--- config.mk ---
export PLATFORM = sky130hd
export DESIGN_NAME = pipe_stage_q_flat
export DESIGN_NICKNAME = d
export VERILOG_FILES = /design/src/rtl/pipe_pkg.sv /design/src/rtl/pipe_stage_q_if.sv /design/src/rtl/pipe_slice.sv /design/src/rtl/pipe_stage_q.sv /design/src/flat_wrapper.sv
export SDC_FILE = /design/constraint.sdc
export NUM_CORES = 1
export LEC_CHECK = 0
export CAP_MARGIN = 20
export CORE_MARGIN = 2
export CORE_UTILIZATION = 35
export CTS_CLUSTER_SIZE = 20
export DETAILED_ROUTE_END_ITERATION = 7
export GPL_ROUTABILITY_DRIVEN = 0
export HOLD_SLACK_MARGIN = 0.05
export PLACE_DENSITY = 0.72
export SYNTH_ARGS = -nofsm -noshare
export SYNTH_HDL_FRONTEND = slang
export SYNTH_SLANG_ARGS = --single-unit
--- constraint.sdc ---
create_clock -name CLK -period 2.1 [get_ports CLK]
set_clock_uncertainty 0.1 [all_clocks]
set_input_delay 0.42 -clock CLK [delete_from_list [all_inputs] [get_ports CLK]]
set_output_delay 0.42 -clock CLK [all_outputs]
set_load 0.005 [all_outputs]
--- src/rtl/pipe_pkg.sv ---
// Shared constants and helpers for the parametrised pipeline-register queue.
package pipe_pkg;

  localparam int unsigned PIPE_MAX_DEPTH = 4;

  function automatic int unsigned occ_w(input int unsigned depth);
    return $clog2(depth + 1);
  endfunction

endpackage

--- src/rtl/pipe_stage_q_if.sv ---
// Upstream/downstream handshake bundle of one pipeline boundary queue.
interface pipe_stage_q_if
  import pipe_pkg::*;
#(
  parameter int unsigned DATA_W = 32,
  parameter int unsigned DEPTH  = 1
);

  logic                      in_valid;
  logic                      in_ready;
  logic [DATA_W-1:0]         in_data;
  logic                      in_halt;
  logic                      out_valid;
  logic                      out_ready;
  logic [DATA_W-1:0]         out_data;
  logic                      out_halt;
  logic [occ_w(DEPTH)-1:0]   occupancy;

  modport slave (
    input  in_valid, in_data, in_halt, out_ready,
    output in_ready, out_valid, out_data, out_halt, occupancy
  );

  modport master (
    output in_valid, in_data, in_halt, out_ready,
    input  in_ready, out_valid, out_data, out_halt, occupancy
  );

endinterface

--- src/rtl/pipe_slice.sv ---
// One register slice: valid/data/halt with load, leave and flush-clear.
module pipe_slice #(
  parameter int unsigned DATA_W = 32
) (
  input  logic              clk_i,
  input  logic              rst_ni,
  input  logic              load_i,
  input  logic              leave_i,
  input  logic              clear_i,
  input  logic [DATA_W-1:0] data_i,
  input  logic              halt_i,
  output logic              valid_o,
  output logic [DATA_W-1:0] data_o,
  output logic              halt_o
);

  logic              valid_q, valid_d;
  logic [DATA_W-1:0] data_q, data_d;
  logic              halt_q, halt_d;

  always_comb begin
    valid_d = valid_q;
    data_d  = data_q;
    halt_d  = halt_q;
    if (load_i) begin
      valid_d = 1'b1;
      data_d  = data_i;
      halt_d  = halt_i;
    end else if (leave_i) begin
      valid_d = 1'b0;
    end
    // Flush kills the word but leaves the payload registers untouched.
    if (clear_i) valid_d = 1'b0;
  end

  always_ff @(posedge clk_i) begin
    if (!rst_ni) begin
      valid_q <= 1'b0;
      data_q  <= '0;
      halt_q  <= 1'b0;
    end else begin
      valid_q <= valid_d;
      data_q  <= data_d;
      halt_q  <= halt_d;
    end
  end

  assign valid_o = valid_q;
  assign data_o  = data_q;
  assign halt_o  = halt_q;

endmodule

--- src/rtl/pipe_stage_q.sv ---
// DEPTH-slice pipeline register queue with bubble collapsing, flush and sticky halt.
module pipe_stage_q
  import pipe_pkg::*;
#(
  parameter int unsigned DATA_W = 32,
  parameter int unsigned DEPTH  = 1
) (
  input  logic           CLK,
  input  logic           nRST,
  input  logic           en,
  input  logic           flush,
  pipe_stage_q_if.slave  bus
);

  localparam int unsigned OCC_W = occ_w(DEPTH);

  logic [DEPTH-1:0]  valid, halt, move, load, src_halt;
  logic [DATA_W-1:0] data     [DEPTH];
  logic [DATA_W-1:0] src_data [DEPTH];
  logic              room, mv, in_ready;
  logic              out_halt_q, out_halt_d;
  logic [OCC_W-1:0]  occ;

  // Walk from the output slice back to slice 0; "room" is whether the slice
  // ahead is empty or emptying, which replaces the recursive move definition.
  always_comb begin
    move = '0;
    room = bus.out_ready;
    mv   = 1'b0;
    for (int unsigned k = 0; k < DEPTH; k++) begin
      mv                = en & valid[DEPTH-1-k] & room;
      move[DEPTH-1-k]   = mv;
      room              = ~valid[DEPTH-1-k] | mv;
    end
    in_ready = en & ~out_halt_q & room;
  end

  always_comb begin
    load        = '0;
    src_halt    = '0;
    load[0]     = in_ready & bus.in_valid;
    src_data[0] = bus.in_data;
    src_halt[0] = bus.in_halt;
    for (int unsigned k = 1; k < DEPTH; k++) begin
      load[k]     = move[k-1];
      src_data[k] = data[k-1];
      src_halt[k] = halt[k-1];
    end
  end

  for (genvar g = 0; g < DEPTH; g++) begin : g_slice
    pipe_slice #(.DATA_W(DATA_W)) u_slice (
      .clk_i   (CLK),
      .rst_ni  (nRST),
      .load_i  (load[g]),
      .leave_i (move[g]),
      .clear_i (flush),
      .data_i  (src_data[g]),
      .halt_i  (src_halt[g]),
      .valid_o (valid[g]),
      .data_o  (data[g]),
      .halt_o  (halt[g])
    );
  end

  assign out_halt_d = out_halt_q | (move[DEPTH-1] & halt[DEPTH-1]);

  always_ff @(posedge CLK) begin
    if (!nRST) out_halt_q <= 1'b0;
    else       out_halt_q <= out_halt_d;
  end

  always_comb begin
    occ = '0;
    for (int unsigned k = 0; k < DEPTH; k++) occ = occ + OCC_W'(valid[k]);
  end

  assign bus.in_ready  = in_ready;
  assign bus.out_valid = valid[DEPTH-1];
  assign bus.out_data  = data[DEPTH-1];
  assign bus.out_halt  = out_halt_q;
  assign bus.occupancy = occ;

endmodule
--- src/flat_wrapper.sv ---
// flat-port wrapper written by rule: the top's interface ports become plain ports
module pipe_stage_q_flat import pipe_pkg::*;
#(
  parameter int unsigned DATA_W = 32,
  parameter int unsigned DEPTH  = 1
)
  (CLK, nRST, en, flush, bus_in_valid, bus_in_data, bus_in_halt, bus_out_ready, bus_in_ready, bus_out_valid, bus_out_data, bus_out_halt, bus_occupancy);
  pipe_stage_q_if #(.DATA_W(DATA_W), .DEPTH(DEPTH)) bus_i ();
  input  logic CLK;
  input  logic nRST;
  input  logic en;
  input  logic flush;
  input wire logic [$bits(bus_i.in_valid)-1:0] bus_in_valid;
  input wire logic [$bits(bus_i.in_data)-1:0] bus_in_data;
  input wire logic [$bits(bus_i.in_halt)-1:0] bus_in_halt;
  input wire logic [$bits(bus_i.out_ready)-1:0] bus_out_ready;
  output wire logic [$bits(bus_i.in_ready)-1:0] bus_in_ready;
  output wire logic [$bits(bus_i.out_valid)-1:0] bus_out_valid;
  output wire logic [$bits(bus_i.out_data)-1:0] bus_out_data;
  output wire logic [$bits(bus_i.out_halt)-1:0] bus_out_halt;
  output wire logic [$bits(bus_i.occupancy)-1:0] bus_occupancy;
  assign bus_i.in_valid = bus_in_valid;
  assign bus_i.in_data = bus_in_data;
  assign bus_i.in_halt = bus_in_halt;
  assign bus_i.out_ready = bus_out_ready;
  assign bus_in_ready = bus_i.in_ready;
  assign bus_out_valid = bus_i.out_valid;
  assign bus_out_data = bus_i.out_data;
  assign bus_out_halt = bus_i.out_halt;
  assign bus_occupancy = bus_i.occupancy;
  pipe_stage_q #(.DATA_W(DATA_W), .DEPTH(DEPTH)) u_core (.CLK(CLK), .nRST(nRST), .en(en), .flush(flush), .bus(bus_i));
endmodule
==> results.cfg <==
[outcome]
status = completed

[timing]
rsz0062_at_grt = no
slew_headroom_pct = 82.30
worst_pin_slew_ns = 0.2655
finalCritPeriodShare_pct = 93.48
period_minus_slack_ns = 1.963
setup_viol = 0
final-max-slew-violation-count = 0
fin_setup_tns_ns = 0
fmax_ghz = 0.5094
timing.hold.ws_ns = 0.3555
fin_ws_ns = 0.1369
finalHoldViolCount = 0

[floorplanning]
num_rows = 23
start_util_pct = 36.41
die_h_um = 68.51
io_pins = 75
die_x_um = 68.51
core_mm2 = 0.004000
dieArea_mm2 = 0.004693

[logic_synthesis]
synth_compound_area_share_pct = 1.804
synth_nets = 194
synth_cell_type_count = 16
ys_seq_area_share_pct = 48.11
synth_xor_area_share_pct = 0
synth.area.mux_share_pct = 22.68
synth_area_mm2 = 0.001456
yosys.area_share.simple_pct = 19.24
synth_top_family_by_area = multiplexers
synth_cells = 155
ys.warnings.count = 0
avgSynthCellArea_um2 = 9.396
synthAdderAreaFrac_pct = 0
ys_seq_elements = 35

[worst_setup_path]
cpPeakStageDelay_ns = 0.41
path_cells = clkdlybuf4s50_1 > nand2b_1 > and3b_2 > dlygate4sd2_1
critPathKind = input port to primary output
cp.required_ns = 1.58
cp-start-kind = input port
end_kind = primary output
critical_path.max_fanout = 2
worstPathArrival_ns = 1.44
slowest_stage = clkdlybuf4s50_1

[pwr]
comb_power_share_pct = 17.1
pwr-share-seq_pct = 49.9
p_leak_nw = 0.9073
p_clk_share_pct = 33.0
power_density_mw_per_mm2 = 622.8
intPower_w = 0.001118
swShare_pct = 22.03
ir_drop_uv = 289.1
switchingPower_w = 0.0003159

[final_layout]
nNetsFinal = 267
final_cell_mix = clkdlybuf4s50_1, nand2_1, dfxtp_1
drive_above_1_share_pct = 6.579
final_common_cell = clkdlybuf4s50_1
diodes = 0
area_growth_pct = 58.08

[clock_network]
numCtsBuffers = 5
cts_root_buf = clkbuf_8
htreeDepth = 2
cts_hold_buf = 0
clock_latency_ns = 0.27
cts_buffer_depth = 2
clkTransAtPathRegs_ns = 0.06
clock_sinks = 35
cts_tree = yes

[route]
first_iter_violations = 41
postRouteAntennaNets = 0
finalWirelength_um = 3029
avgRoutedWirePerCell_um = 10.90
vias = 1253
drc_errors = 0
routed_via_density = 4.507
first_pass_iters = 3

[placement]
hpwl_um = 2096
port_buffers = 74
post-place-ws_ns = -0.08091

[grt]
grt_pass1_wl_um = 4926
grt_pass1_vias = 1160
grt_max_degree = 69
gr-usage-all-layers_pct = 13.97
overflow = 0
grt_use_met2_pct = 23.68
antenna_found_initial = 0
use_met1_pct = 15.91
busiest_layer = met2
met3_usage_pct = 5.682

[worst_hold_path]
worstHoldPathType = flop to flop

[run]
cap_viol_max_count = 0
metal layers:
layer | routed length (µm) | share of wire [%]
met2 | 1352 | 45
met4 | 13 | 0.43
met5 | 0 | 0
met1 | 1374 | 45
met3 | 289 | 9.5
synthesized netlist by cell type, drive strengths merged:
master  instances  area (µm²)
nand2          66       247.7
clkbuf          5       18.77
a21boi          1       7.510
and4b           1       10.01
nor2b           1       6.260
nand2b          1       6.260
and3b           1       10.01
dfxtp          35       700.7
inv             1       3.750
mux2i          33       330.3
buf             8       96.34
a41oi           1       8.760
o211a           1       10.01
registers in the layout, indices dropped and copies added, names as in the netlist:
signal,cells
u_core.g_slice.u_slice.data_o,32
u_core.g_slice.u_slice.valid_o,1
u_core.bus.out_halt,1
u_core.g_slice.u_slice.halt_o,1
power by group through the flow:
| stage | registers [W] | logic [W] | clock network (W) |
|---|---|---|---|
| after floorplan | 0.000732 | 0.000100 | 0 |
| after global placement | 0.000729 | 0.000247 | 0 |
| after detailed placement | 0.000729 | 0.000249 | 0 |
| after CTS | 0.000715 | 0.000250 | 0.000496 |
| after global routing | 0.000719 | 0.000269 | 0.000522 |
| final | 0.000715 | 0.000245 | 0.000473 |
what timing repair did:
item	in CTS	in global routing
endpoints found under the hold margin	0	0
setup buffers	0	0
setup endpoints to repair	1	0
resized for setup	1	0
worst max-delay path, delay by kind of cell:
family / cells / cell delay, ns
buffers and inverters: 2 / 0.66
AND/OR/NAND/NOR: 2 / 0.35
worst paths after layout:
| path | start | end | slack (ns) | cells past startpoint |
|---|---|---|---|---|
| setup reg to reg | u_core.g_slice[0].u_slice.valid_o$_SDFFE_PP0P_ | u_core.g_slice[0].u_slice.valid_o$_SDFFE_PP0P_ | 0.77 | 4 |
| hold / removal | u_core.g_slice[0].u_slice.data_o[10]$_SDFFE_PN0P_ | u_core.g_slice[0].u_slice.data_o[10]$_SDFFE_PN0P_ | 0.36 | 2 |
| hold reg to reg | u_core.g_slice[0].u_slice.data_o[10]$_SDFFE_PN0P_ | u_core.g_slice[0].u_slice.data_o[10]$_SDFFE_PN0P_ | 0.36 | 2 |
| setup / recovery | bus_out_ready | bus_in_ready | 0.14 | 4 |
layout make-up:
class / instances / area [µm²]
fill: 373 / 1698
multi-input combinational: 106 / 638.1
clock buffer: 6 / 82.58
sequential: 35 / 700.7
timing repair buffer: 79 / 809.5
clock inverter: 1 / 5.005
inverter: 1 / 3.754
tap: 50 / 62.56
through the flow:
stage	instances	util (%)	cell area [µm²]	power [W]
floorplan	155	-	1456	0.0008317
global placement	271	55.40	2216	0.0009758
detailed placement	271	55.40	2216	0.0009783
CTS	278	57.55	2302	0.001461
global route	278	57.55	2302	0.001510
finish	278	57.55	2302	0.001434
cell families after synthesis:
kind of cell | count (synthesis)
mux | 33
simple gates | 70
buf+inv | 14
flops | 35
compound gates | 3
Power figures use the tool's default switching activity.
